`src/rtl/apb4_regbank_pkg.sv`:
```
// apb4_regbank_pkg: word indices, register kinds, access FSM states and strobe helper for the APB4 register bank
package apb4_regbank_pkg;
  localparam int IDX_CTRL = 0;
  localparam int IDX_STATUS = 1;
  localparam int IDX_IRQ_STAT = 2;
  localparam int IDX_IRQ_EN = 3;
  localparam int IDX_SCRATCH0 = 4;
  localparam int MAX_DATA_W = 128;
  localparam int MAX_STRB_W = MAX_DATA_W / 8;
  typedef enum logic [1:0] {RK_RW, RK_RO, RK_W1C} reg_kind_e;
  typedef enum logic {ST_IDLE, ST_ACCESS} acc_state_e;
  function automatic reg_kind_e reg_kind(input int idx);
    return (idx >= IDX_SCRATCH0 || idx == IDX_CTRL || idx == IDX_IRQ_EN) ? RK_RW :
           idx == IDX_STATUS ? RK_RO : RK_W1C;
  endfunction
  function automatic logic [MAX_DATA_W-1:0] strb_mask(input logic [MAX_STRB_W-1:0] strb);
    logic [MAX_DATA_W-1:0] m;
    for (int b = 0; b < MAX_STRB_W; b++) m[8*b+:8] = {8{strb[b]}};
    return m;
  endfunction
endpackage

```
`src/rtl/apb4_regbank_access_fsm.sv`:
```
// apb_access_fsm: APB setup/access sequencing with a programmable wait-state counter
module apb_access_fsm
  import apb4_regbank_pkg::*;
#(
  parameter int WAIT_STATES = 0
) (
  input  logic pclk,
  input  logic preset,
  input  logic psel,
  input  logic penable,
  output logic pready,
  output logic commit,
  output logic abort
);
  acc_state_e state_q, state_d;
  logic [3:0] cnt_q, cnt_d;
  logic setup, access;
  assign setup = psel & ~penable;
  assign access = psel & penable;
  assign commit = access & (state_q == ST_ACCESS) & (cnt_q == 4'd0);
  // an access phase with no preceding setup is answered at once with an error
  assign abort = access & (state_q == ST_IDLE);
  assign pready = commit | abort;
  always_comb begin
    state_d = (setup || (state_q == ST_ACCESS && access && cnt_q != 4'd0)) ? ST_ACCESS : ST_IDLE;
    cnt_d = setup ? 4'(WAIT_STATES) :
            (state_q == ST_ACCESS && access && cnt_q != 4'd0) ? cnt_q - 4'd1 : 4'd0;
  end
  always_ff @(posedge pclk or posedge preset)
    if (preset) begin
      state_q <= ST_IDLE;
      cnt_q <= 4'd0;
    end else begin
      state_q <= state_d;
      cnt_q <= cnt_d;
    end
endmodule

```
`src/rtl/apb4_regbank.sv`:
```
// apb4_regbank: APB4 control/status register bank with byte strobes, wait states, error response and W1C irq block
module apb4_regbank
  import apb4_regbank_pkg::*;
#(
  parameter int ADDR_W = 8,
  parameter int DATA_W = 32,
  parameter int NUM_REGS = 8,
  parameter int WAIT_STATES = 0,
  parameter logic [DATA_W-1:0] CTRL_RST = '0
) (
  input  logic                pclk,
  input  logic                preset,
  input  logic [ADDR_W-1:0]   paddr,
  input  logic                psel,
  input  logic                penable,
  input  logic                pwrite,
  input  logic [DATA_W-1:0]   pwdata,
  input  logic [DATA_W/8-1:0] pstrb,
  output logic [DATA_W-1:0]   prdata,
  output logic                pready,
  output logic                pslverr,
  input  logic [DATA_W-1:0]   status_i,
  input  logic [DATA_W-1:0]   irq_set_i,
  output logic [DATA_W-1:0]   ctrl_o,
  output logic                irq_o
);
  logic [ADDR_W-3:0] idx;
  int idx_i;
  logic pready_w, commit, abort, err, wr, irq_q, irq_d, unused_mask;
  logic [MAX_DATA_W-1:0] mask_full;
  logic [DATA_W-1:0] mask, w1c, rdata;
  logic [DATA_W-1:0] regs_q [NUM_REGS];
  logic [DATA_W-1:0] regs_d [NUM_REGS];
  apb_access_fsm #(.WAIT_STATES(WAIT_STATES)) u_fsm (
    .pclk(pclk),
    .preset(preset),
    .psel(psel),
    .penable(penable),
    .pready(pready_w),
    .commit(commit),
    .abort(abort)
  );
  assign idx = paddr[ADDR_W-1:2];
  assign idx_i = int'(idx);
  assign err = (paddr[1:0] != 2'b00) | (idx_i >= NUM_REGS) | (pwrite & (idx_i == IDX_STATUS));
  assign wr = commit & pwrite & ~err;
  assign mask_full = strb_mask((MAX_STRB_W)'(pstrb));
  assign mask = mask_full[DATA_W-1:0];
  assign unused_mask = ^mask_full;
  assign w1c = (wr && idx_i == IDX_IRQ_STAT) ? (pwdata & mask) : '0;
  always_comb begin
    for (int i = 0; i < NUM_REGS; i++)
      regs_d[i] = (wr && idx_i == i && reg_kind(i) == RK_RW) ? ((regs_q[i] & ~mask) | (pwdata & mask)) : regs_q[i];
    // new set pulses are OR-ed in after the clear so a same-cycle set survives
    regs_d[IDX_IRQ_STAT] = (regs_q[IDX_IRQ_STAT] & ~w1c) | irq_set_i;
  end
  always_comb begin
    rdata = '0;
    for (int i = 0; i < NUM_REGS; i++) if (idx_i == i) rdata = (i == IDX_STATUS) ? status_i : regs_q[i];
  end
  assign irq_d = |(regs_q[IDX_IRQ_STAT] & regs_q[IDX_IRQ_EN]);
  assign pready = pready_w;
  assign pslverr = pready_w & (abort | err);
  assign prdata = (pready_w && !pslverr && !pwrite) ? rdata : '0;
  assign ctrl_o = regs_q[IDX_CTRL];
  assign irq_o = irq_q;
  always_ff @(posedge pclk or posedge preset)
    if (preset) begin
      for (int i = 0; i < NUM_REGS; i++) regs_q[i] <= (i == IDX_CTRL) ? CTRL_RST : '0;
      irq_q <= 1'b0;
    end else begin
      regs_q <= regs_d;
      irq_q <= irq_d;
    end
endmodule

```
`config.mk`:
```
export PLATFORM = sky130hd
export DESIGN_NAME = apb4_regbank
export DESIGN_NICKNAME = d
export VERILOG_FILES = /design/src/rtl/apb4_regbank_pkg.sv /design/src/rtl/apb4_regbank_access_fsm.sv /design/src/rtl/apb4_regbank.sv
export SDC_FILE = /design/constraint.sdc
export NUM_CORES = 1
export LEC_CHECK = 0
export CAP_MARGIN = 5
export CORE_MARGIN = 3
export CORE_UTILIZATION = 50
export CTS_CLUSTER_SIZE = 14
export DETAILED_ROUTE_END_ITERATION = 16
export PLACE_DENSITY = 0.74
export SYNTH_ARGS = -nofsm -noshare
export SYNTH_HDL_FRONTEND = slang
export SYNTH_SLANG_ARGS = --single-unit
```
`constraint.sdc`:
```
create_clock -name pclk -period 9.45 [get_ports pclk]
set_input_delay 1.89 -clock pclk [delete_from_list [all_inputs] [get_ports pclk]]
set_output_delay 1.89 -clock pclk [all_outputs]
set_load 0.1 [all_outputs]
```
After elaboration in Yosys (flattened, before gate mapping)
Cells that the tools add are included.
Widths: inputs -> output; s select.
{"block": "classes", "n_addsub": 1, "mul": 0, "div_mod_pow": 0, "order_cmp": 1, "n_eq_ne": 7, "n_shift": 0, "mux": 13, "bitwise_logic": 34, "n_reduce_logical": 19}
{"cell": "$mux 32", "n": 10}
{"cell": "$and 32x32->32", "n": 9}
{"cell": "$or 32x32->32", "n": 7}
{"cell": "$not 32->32", "n": 2}
{"cell": "$logic_not 32->1", "n": 1}
{"cell": "$reduce_or 32->1", "n": 1}
{"cell": "$eq 6x4->1 const B", "n": 4}
{"cell": "$eq 6x3->1 const B", "n": 2}
{"cell": "$logic_and 1x1->1", "n": 11}
{"cell": "$and 1x1->1", "n": 9}
{"cell": "$mux 4", "n": 2}
{"cell": "$eq 6x2->1 const B", "n": 1}
{"cell": "$ge 6x4->1 const B", "n": 1}
{"cell": "$logic_not 4->1", "n": 1}
{"cell": "$or 1x1->1", "n": 4}
{"cell": "$reduce_bool 4->1", "n": 1}
{"cell": "$sub 4x1->4 const B", "n": 1}
{"cell": "$not 1->1", "n": 3}
{"cell": "$logic_not 1->1", "n": 2}
{"cell": "$reduce_bool 2->1", "n": 1}
{"cell": "$logic_or 1x1->1", "n": 1}
{"cell": "$mux 1", "n": 1}
{"block": "word_totals", "register_bits": 230, "latchBits": 0, "mem_bits_rw": 0, "mem_bits_ro": 0, "input_bits": 113, "output_inout_bits": 67, "mem_count": 0}

Longest topological paths before layout
Gate-level depths: netlist of the first run.
{"block": "logic_depth", "ltp_word": 10, "depth_mapped": 8}

Hierarchy
From an unflattened synthesis of the first run, not the netlist that was laid out.
{"block": "hier_totals", "cells_unflattened": 884, "area_unflattened_um2": 11491.0}
{"module": "apb4_regbank", "n_inst": 1, "cells_per_inst": 859, "area_each_um2": 11234.5, "seq_area_each_um2": 5630.4}
{"module": "apb_access_fsm", "n_inst": 1, "cells_per_inst": 25, "area_each_um2": 256.5, "seq_area_each_um2": 125.1}

Worst setup path before layout of the first run
No wires, ideal clock.
{"block": "synth_timing", "kind": "input-to-output", "start": "in paddr[0]", "end": "out prdata[20]", "arrival_ns": 5.446, "setup_slack_ns": 2.114, "path_stages": 5, "path_buffers": 1, "path_cell_list": "or4_4 -> nor4b_4 -> nand3_2 -> buf_2 -> o32ai_1"}
{"block": "synth_via", "elab_chain_cells": 9}
{"item": "from (decl)", "line_no": "apb4_regbank.sv:13", "source": "input logic [ADDR_W-1:0] paddr,"}
{"item": "$reduce_bool 2->1", "line_no": "apb4_regbank.sv:45", "source": "assign err = (paddr[1:0] != 2'b00) | (idx_i >= NUM_REGS) | (pwrite & (idx_i == IDX_STATUS));"}
{"item": "$or 1x1->1 (2 in a row)", "line_no": "apb4_regbank.sv:45"}
{"item": "$or 1x1->1", "line_no": "apb4_regbank.sv:63", "source": "assign pslverr = pready_w & (abort | err);"}
{"item": "$and 1x1->1", "line_no": "apb4_regbank.sv:63"}
{"item": "$logic_not 1->1", "line_no": "apb4_regbank.sv:64", "source": "assign prdata = (pready_w && !pslverr && !pwrite) ? rdata : '0;"}
{"item": "$logic_and 1x1->1 (2 in a row)", "line_no": "apb4_regbank.sv:64"}
{"item": "$mux 32", "line_no": "apb4_regbank.sv:64"}
{"item": "to (decl)", "line_no": "apb4_regbank.sv:19", "source": "output logic [DATA_W-1:0] prdata,"}
No other way between the ends.

Worst setup path in the final report of the first run
{"block": "layout_timing", "start": "in paddr[7]", "end": "out prdata[31]"}
{"block": "layout_via", "elab_chain_cells": 10, "word_cells_on_any_way": 26, "classes_between": "1 x order compare; 7 x eq/ne; 9 x mux; 5 x bitwise; 4 x reduce/logical"}
{"item": "$logic_not 32->1", "line_no": "apb4_regbank.sv:59", "source": "for (int i = 0; i < NUM_REGS; i++) if (idx_i == i) rdata = (i == IDX_STATUS) ? status_i : regs_q[i];"}
{"item": "$mux 32 (8 in a row)", "line_no": "apb4_regbank.sv:59"}
{"item": "$mux 32 *", "line_no": "apb4_regbank.sv:64"}
Every way passes the cells marked *; elsewhere a longest branch is shown, timed or not.

==> results_dict.tcl, run 1 <==
set metrics [dict create \
    status "finished, final reports clean" \
    die_w_um 159.4 \
    drive_above_1_share_pct 33.33 \
    synth-seq-area-share_pct 48.90 \
    final_util_pct 62.57 \
    power_frac_comb_pct 7.2 \
    hold_buffers 0 \
    worst_ep_required_time_ps 7560 \
    ant_nets 0 \
    period_share_pct 81.72 \
    syn_inst 950 \
    holdCritStartpoint "u_fsm.cnt_q[0]" \
    pwr-share-seq_pct 47.5 \
    clk_pin_slew_ps 60 \
    avgViaCountPerCell 6.370 \
    fmax_mhz 129.5 \
    drt_iter0_drc 722 \
    cp.arrival_ps 5830 \
    whs_ps 464.5 \
    wl_per_cell_um 25.24 \
    max_slew_margin_pct 22.37 \
    setup_tns_ps 0 \
    place_ws_ps 1753 \
    syn2layout_area_growth_pct 21.81 \
    syn_area_per_cell_sq_um 12.39 \
    hold_path_class "flop to flop" \
    swShare_pct 23.47 \
    ys_ff_latch 230 \
    netlist_top_cells_area "dfrtp_1 (49%), mux2_2 (21%), a22oi_1 (2.8%)" \
    power.leakage_nw 6.288 \
    start_kind "input pin" \
    detailed_place_hpwl_um 23690 \
    syn_area_sq_mm 0.01177 \
    yosysUniqueCellTypes 46 \
    critPathKind "input pin to output pin" \
    initial_core_util_pct 51.36 \
    gp_congestion 0.8412 \
    cts_sinks 230 \
    p_sw_w 0.0004874 \
    yosys_warnings 0 \
    crit-reg2reg-launch "u_fsm.cnt_q[0]" \
    first_global_vias 9332 \
    max-cap-violations 0 \
    fin_skew_ps 13.89 \
    period_needed_ps 7723 \
    grt_usage_pct 27.65 \
    cts_resized 0 \
    setup_ws_ps 1727 \
    clk_latency_ps 530 \
    drv_slew 0 \
    core-area_sq_mm 0.02292 \
    clkPwrFrac_pct 45.3 \
    cts_max_level 1 \
    root_buffer "clkbuf_16" \
    grt_pass1_wl_um 55540 \
    num-fill-cells 1813 \
    hold_viol_final 0 \
    fin_cells 1415 \
    cp-startpoint "paddr[7]" \
    cts_tree "built" \
    vias 9013 \
    drc 0 \
    worstMarginPinSlew_ps 1164 \
    cts.path.max_buffers 3 \
    nets 1198 \
    cts_buffers 25 \
    vdd.ir_drop.worst_uv 98.23 \
    cp-end-kind "output pin" \
    postCtsSetupBuffers 0 \
    die_area_sq_mm 0.02542 \
    synth_top_area_share_pct 48.90 \
    die_height_um 159.4 \
    rsz0062_at_grt "no" \
    grt_max_degree 99 \
    dp.cells 1369 \
    setup_viol 0 \
    dr.pass1.iters 5 \
    powerDensity_mw_per_mm2 144.9 \
    num_io_pins 180 \
    synth_top_cell_by_area "dfrtp_1" \
    crit_fanout 28 \
    rows 55 \
    syn_nets 1065 \
    r2r_slack_ps 6620 \
    internal_power_w 0.001589 \
    port_buffers 179 \
    grt-ovfl-total 0 \
    drt-total-wl_um 35710 \
    antenna_found_initial 1 \
]
critical path, cell delays in order:
cell,delay [ps]
clkdlybuf4s50_1,580
or4_4,600
nor4b_4,320
nand3_2,680
o32ai_1,540
clkdlybuf4s50_1,1200
synth_stat cells, drive strengths merged:
| library cell | number |
|---|---|
| o22ai | 2 |
| dfrtp | 230 |
| nor3b | 2 |
| o31ai | 32 |
| xnor2 | 2 |
| a21oi | 1 |
| a22oi | 44 |
| o32ai | 27 |
| or4 | 2 |
| mux2 | 219 |
| or3b | 1 |
| inv | 31 |
| nor2 | 37 |
| nand2b | 36 |
| o21ai | 29 |
| mux2i | 5 |
| clkbuf | 36 |
| nor4 | 2 |
| buf | 54 |
| nand2 | 11 |
| nand3 | 40 |
| o221a | 27 |
| ha | 2 |
| o311a | 1 |
| nor2b | 2 |
| mux4 | 9 |
| and3 | 2 |
| nand4 | 12 |
| a2bb2oi | 1 |
| and4 | 1 |
| a32oi | 1 |
| and3b | 2 |
| nor4b | 3 |
| nor3 | 18 |
| o221ai | 26 |
through the flow:
stage	instance area, sq um	power (W)
after floorplan	11770	0.001066
after detailed placement	13540	0.001152
final	14340	0.002077
after global placement	13540	0.001151
after global routing	14340	0.002135
after CTS	14340	0.002085
kinds of logic (layout without fill, tap and decap cells):
logic type                 after synthesis  in the layout  synth area share [%]
buffers and inverters                  121            272                 5.081
adders and majority gates                2              2                0.2126
muxes                                  233            233                 23.10
xor gates and xnor gates                 2              2                0.1489
and+or+nand+nor                        171            171                 9.567
DFF                                    230            230                 48.90
AOI/OAI and AO/OA                      191            191                 12.99
other                                    0              1                     0
placed cells by master, fill, tap and decap left out, drive strengths merged, types with 27 or more instances in the layout:
cell type,Yosys,routed
o221a,27,27
o31ai,32,32
buf,54,46
nor2,37,37
clkbuf,36,38
nand2b,36,36
mux2,219,219
o21ai,29,29
inv,31,32
clkdlybuf4s50,0,150
o32ai,27,27
a22oi,44,44
dfrtp,230,230
nand3,40,40
layout make-up:
type	instances	area [sq um]	share of cell area [%]
Inverter	31	123.9	0.8640
Antenna cell	1	2.502	0.01745
Multi-Input combinational cell	599	5434	37.90
Timing Repair Buffer	196	1839	12.83
Sequential cell	230	5756	40.14
Clock inverter	7	46.29	0.3229
Tap cell	313	391.6	2.731
Clock buffer	38	744.5	5.192
metal layers:
metal	track usage [%]	vias to the layer above	part of all wire [%]
met5	0	-	0
met4	6.884	0	2.2
met3	4.266	55	8.7
met2	44.95	483	48
met1	39.25	4607	41
li1	-	3868	-
worst paths after layout:
kind                                         endpoint  cells after the start
setup / recovery                           prdata[31]                      6
hold / removal                         u_fsm.cnt_q[0]                      1
min in group asynchronous  asynchronous set/reset pin                      2
hold reg to reg                        u_fsm.cnt_q[0]                      1
max in group asynchronous  asynchronous set/reset pin                      3
setup reg to reg                                 flop                      6
power groups by stage:
stage	clock, W	combinational, W	sequential (W)
floorplan	0	0.0000614	0.00100
global placement	0	0.000147	0.00100
detailed placement	0	0.000149	0.00100
CTS	0.000950	0.000149	0.000986
global route	0.000990	0.000160	0.000985
finish	0.000941	0.000150	0.000986
(Power assumes the default switching activity.)
==> run 2, diff against run 1 <==
- CORE_UTILIZATION: 50 -> 49
- PLACE_DENSITY: 0.74 -> 0.75
- clock period: 9.45 -> 6.6 ns (I/O delays scaled with it)
==> results_dict.tcl, run 2 (same netlist as run 1, synthesis figures left out) <==
set metrics [dict create \
    core-area_sq_mm 0.02354 \
    crit_top_cell "buf_4" \
    final_common_cell "dfrtp_1" \
    cp_num_buf_inv 4 \
    syn2layout_area_growth_pct 25.52 \
    grt_max_degree 65 \
    powerDensity_mw_per_mm2 205.5 \
    fin_skew_ps 8.858 \
    max_slew_margin_pct 26.23 \
    critPathKind "input pin to output pin" \
    die_area_sq_mm 0.02592 \
    initial_core_util_pct 49.99 \
    die_w_um 161.0 \
    pwr-share-seq_pct 46.5 \
    num_io_pins 180 \
    num-fill-cells 1841 \
    grt_usage_pct 27.35 \
    nets 1206 \
    drive_above_1_share_pct 34.41 \
    hold_viol_final 0 \
    cts_max_level 1 \
    final_util_pct 62.76 \
    ant_nets 0 \
    rsz0062_at_grt "no" \
    slowest_delay_ps 580 \
    hold_path_class "flop to flop" \
    clk_latency_ps 520 \
    worstMarginPinSlew_ps 1104 \
    place_ws_ps 934.2 \
    cp_cell_sequence "clkdlybuf4s50_1, nor4_2, buf_4, nand3_1, buf_4, o221a_2, o32ai_1, buf_12" \
    port_buffers 179 \
    power.leakage_nw 6.434 \
    setup_tns_ps 0 \
    wl_per_cell_um 25.08 \
    swShare_pct 22.75 \
    mostFrequentLayoutCells "dfrtp_1 (230), mux2_2 (218), clkdlybuf4s50_1 (143), a22oi_1 (44), nand3_1 (38)" \
    setup_viol 0 \
    fmax_mhz 175.2 \
    gp_congestion 0.8650 \
    rows 56 \
    setup_ws_ps 893.3 \
    max-cap-violations 0 \
    start_kind "input pin" \
    r2r_slack_ps 3410 \
    p_sw_w 0.0006907 \
    postCtsSetupBuffers 0 \
    antenna_found_initial 2 \
    drv_slew 0 \
    period_share_pct 86.47 \
    drt_iter0_drc 812 \
    vias 9071 \
    hold_buffers 0 \
    first_global_vias 9424 \
    multi_input_area_sq_mm 0.005434 \
    worst_ep_required_time_ps 5280 \
    cts_tree "built" \
    status "finished, final reports clean" \
    crit_fanout 37 \
    avgViaCountPerCell 6.343 \
    dr.pass1.iters 7 \
    period_needed_ps 5707 \
    vdd.ir_drop.worst_uv 164.3 \
    root_buffer "clkbuf_16" \
    cts_resized 0 \
    cts.path.max_buffers 3 \
    clk_pin_slew_ps 60 \
    cts_buffers 25 \
    cts_sinks 230 \
    cp-end-kind "output pin" \
    slowest_stage "clkdlybuf4s50_1" \
    die_height_um 161.0 \
    total_power_w 0.003036 \
    power_frac_comb_pct 7.1 \
    ff_latch_area_sq_mm 0.005756 \
    grt_pass1_wl_um 55580 \
    internal_power_w 0.002345 \
    drt-total-wl_um 35870 \
    clkPwrFrac_pct 46.4 \
    cp.arrival_ps 4390 \
    detailed_place_hpwl_um 24950 \
    grt-ovfl-total 0 \
    drc 0 \
    cp_top_family "buffers and inverters" \
]
[run 2: metrics by stage]
step / cell area (sq um) / std cells / hold WS [ps]
after CTS: 14770 / 1429 / 473.7
after detailed placement: 13940 / 1383 / 464.9
after global routing: 14770 / 1430 / 504.2
after global placement: 13940 / 1383 / 450.2
final: 14770 / 1430 / 466.1
after floorplan: 11770 / 950 / 427.1
[run 2: power by group through the flow]
stage,combinational (W),clock (W),sequential (W)
floorplan,0.0000881,0,0.00144
global placement,0.000214,0,0.00144
detailed placement,0.000215,0,0.00144
CTS,0.000217,0.00143,0.00141
global route,0.000231,0.00148,0.00141
finish,0.000217,0.00141,0.00141
[run 2: per-layer routing]
metal  vias up  GRT usage [%]  routed length [um]  share of wire [%]
met5         -              0                   0                  0
met1      4598          37.65               14590                 41
met2       495          42.95               16800                 47
li1       3882              -                   -                  -
met4         0          9.230                1231                3.4
met3        96          6.617                3236                9.0
[run 2: area by class of cell]
type | instances | share of cell area (%)
Sequential cell | 230 | 38.96
Multi-Input combinational cell | 599 | 36.78
Timing Repair Buffer | 204 | 15.11
Clock buffer | 38 | 4.971
Tap cell | 319 | 2.702
Inverter | 31 | 0.8130
Clock inverter | 8 | 0.6521
Antenna cell | 1 | 0.01694
[run 2: final timing paths]
path / to / start / cells past startpoint
max reg2reg: flop / u_fsm.cnt_q[0] / 6
min: u_fsm.cnt_q[0] / u_fsm.cnt_q[0] / 1
min reg2reg: u_fsm.cnt_q[0] / u_fsm.cnt_q[0] / 1
max in group asynchronous: asynchronous set/reset pin / preset / 3
max: prdata[3] / paddr[7] / 8
min in group asynchronous: asynchronous set/reset pin / preset / 2
==> run 3, diff against run 2 <==
- CTS_CLUSTER_DIAMETER: default -> 50
==> results_dict.tcl, run 3 (same netlist as run 1, synthesis figures left out) <==
set metrics [dict create \
    status "finished, final reports clean" \
    postCtsSetupBuffers 0 \
    avgViaCountPerCell 6.406 \
    fmax_mhz 176.1 \
    clk_latency_ps 530 \
    grt-ovfl-total 0 \
    num_io_pins 180 \
    final_util_pct 62.91 \
    dp.cells 1383 \
    grt_max_degree 65 \
    start_kind "input pin" \
    cp_num_buf_inv 4 \
    grt_usage_pct 27.48 \
    hold_path_class "flop to flop" \
    initial_core_util_pct 49.99 \
    cp_top_family "buffers and inverters" \
    setup_viol 0 \
    first_global_vias 9483 \
    root_buffer "clkbuf_16" \
    wl_per_cell_um 25.19 \
    period_share_pct 86.06 \
    critPathKind "input pin to output pin" \
    antenna_found_initial 2 \
    core-area_sq_mm 0.02354 \
    die_height_um 161.0 \
    clk_pin_slew_ps 60 \
    powerDensity_mw_per_mm2 209.3 \
    ant_nets 0 \
    cp_cell_sequence "clkdlybuf4s50_1, nor4_2, buf_4, nand3_1, buf_4, o221a_2, o32ai_1, buf_12" \
    whs_ps 466.3 \
    cts.path.max_buffers 3 \
    worst_ep_required_time_ps 5280 \
    cp-startpoint "paddr[7]" \
    min_delay_path_depth 1 \
    slowest_delay_ps 580 \
    r2r_cells 6 \
    drv_slew 0 \
    rows 56 \
    drt_iter0_drc 886 \
    cp.arrival_ps 4360 \
    port_buffers 179 \
    gp_congestion 0.8650 \
    cts_max_level 1 \
    rsz0062_at_grt "no" \
    crit_top_cell "buf_4" \
    vdd.ir_drop.worst_uv 173.6 \
    cts_buffers 25 \
    cp-end-kind "output pin" \
    detailed_place_hpwl_um 24950 \
    dr.pass1.iters 5 \
    grt_pass1_wl_um 55880 \
    die_w_um 161.0 \
    drive_above_1_share_pct 34.75 \
    period_needed_ps 5680 \
    mostFrequentLayoutCells "dfrtp_1 (230), mux2_2 (218), clkdlybuf4s50_1 (143), a22oi_1 (44), nand3_1 (38)" \
    setup_tns_ps 0 \
    slowest_stage "clkdlybuf4s50_1" \
    drt-total-wl_um 36000 \
    crit-reg2reg-launch "u_fsm.cnt_q[0]" \
    fin_skew_ps 16.72 \
    fin_cells 1429 \
    power.leakage_nw 6.442 \
    max_slew_margin_pct 26.96 \
    worstMarginPinSlew_ps 1093 \
    cts_resized 0 \
    nets 1206 \
    hold_end "u_fsm.cnt_q[0]" \
    max-cap-violations 0 \
    hold_buffers 0 \
    vias 9154 \
    crit_fanout 37 \
    holdCritStartpoint "u_fsm.cnt_q[0]" \
    die_area_sq_mm 0.02592 \
    syn2layout_area_growth_pct 25.84 \
    drc 0 \
    cts_tree "built" \
    r2r_slack_ps 3460 \
    hold_viol_final 0 \
    cts_sinks 230 \
    final_common_cell "dfrtp_1" \
]
## run 3: how the worst max path moves through the flow
stage | slack (ps) | cells after the start | end
2_1_floorplan | 400 | 5 | prdata[20]
4_1_cts | 900 | 7 | prdata[11]
5_1_grt | 770 | 8 | prdata[15]
3_5_place_dp | 930 | 7 | prdata[15]
3_3_place_gp | 950 | 7 | prdata[18]
6_report | 920 | 8 | prdata[9]
## run 3: report_power, final
group	leakage, nW	switching (W)	internal [W]
sequential	3.05	0.000000595	0.00141
combinational	2.98	0.000128	0.0000895
clock	0.416	0.000591	0.000881
## run 3: routing by layer
layer / track usage (%) / vias up / routed length, um
li1: - / 3890 / -
met1: 37.36 / 4678 / 14640
met2: 43.39 / 496 / 16850
met3: 7.104 / 90 / 3340
met4: 9.151 / 0 / 1173
met5: 0 / - / 0
## run 3: cell type report
| type | count | area (sq um) |
|---|---|---|
| fillers | 1840 | 8731 |
| clock inverters | 15 | 205.2 |
| inverters | 31 | 120.1 |
| diodes | 2 | 5.005 |
| repair buffers | 204 | 2232 |
| well taps | 319 | 399.1 |
| clock buffers | 29 | 660.6 |
| flip-flops and latches | 230 | 5756 |
| multi-input cells | 599 | 5434 |
## run 3: worst register-to-register path: stages, from the launching register on
cell and delay [ps]:
dfrtp_1 390, inv_1 90, ha_1 160, nor3b_1 320, nand2_1 700, nor3_2 960, mux2_2 410
## run 3: metrics by stage
step	worst slack [ps]	power [W]	instance area, sq um
after floorplan	403.5	0.001526	11770
after global placement	954.2	0.001651	13940
after detailed placement	934.2	0.001653	13940
after CTS	903.9	0.003114	14810
after global routing	771.1	0.003188	14810
final	920.1	0.003100	14810
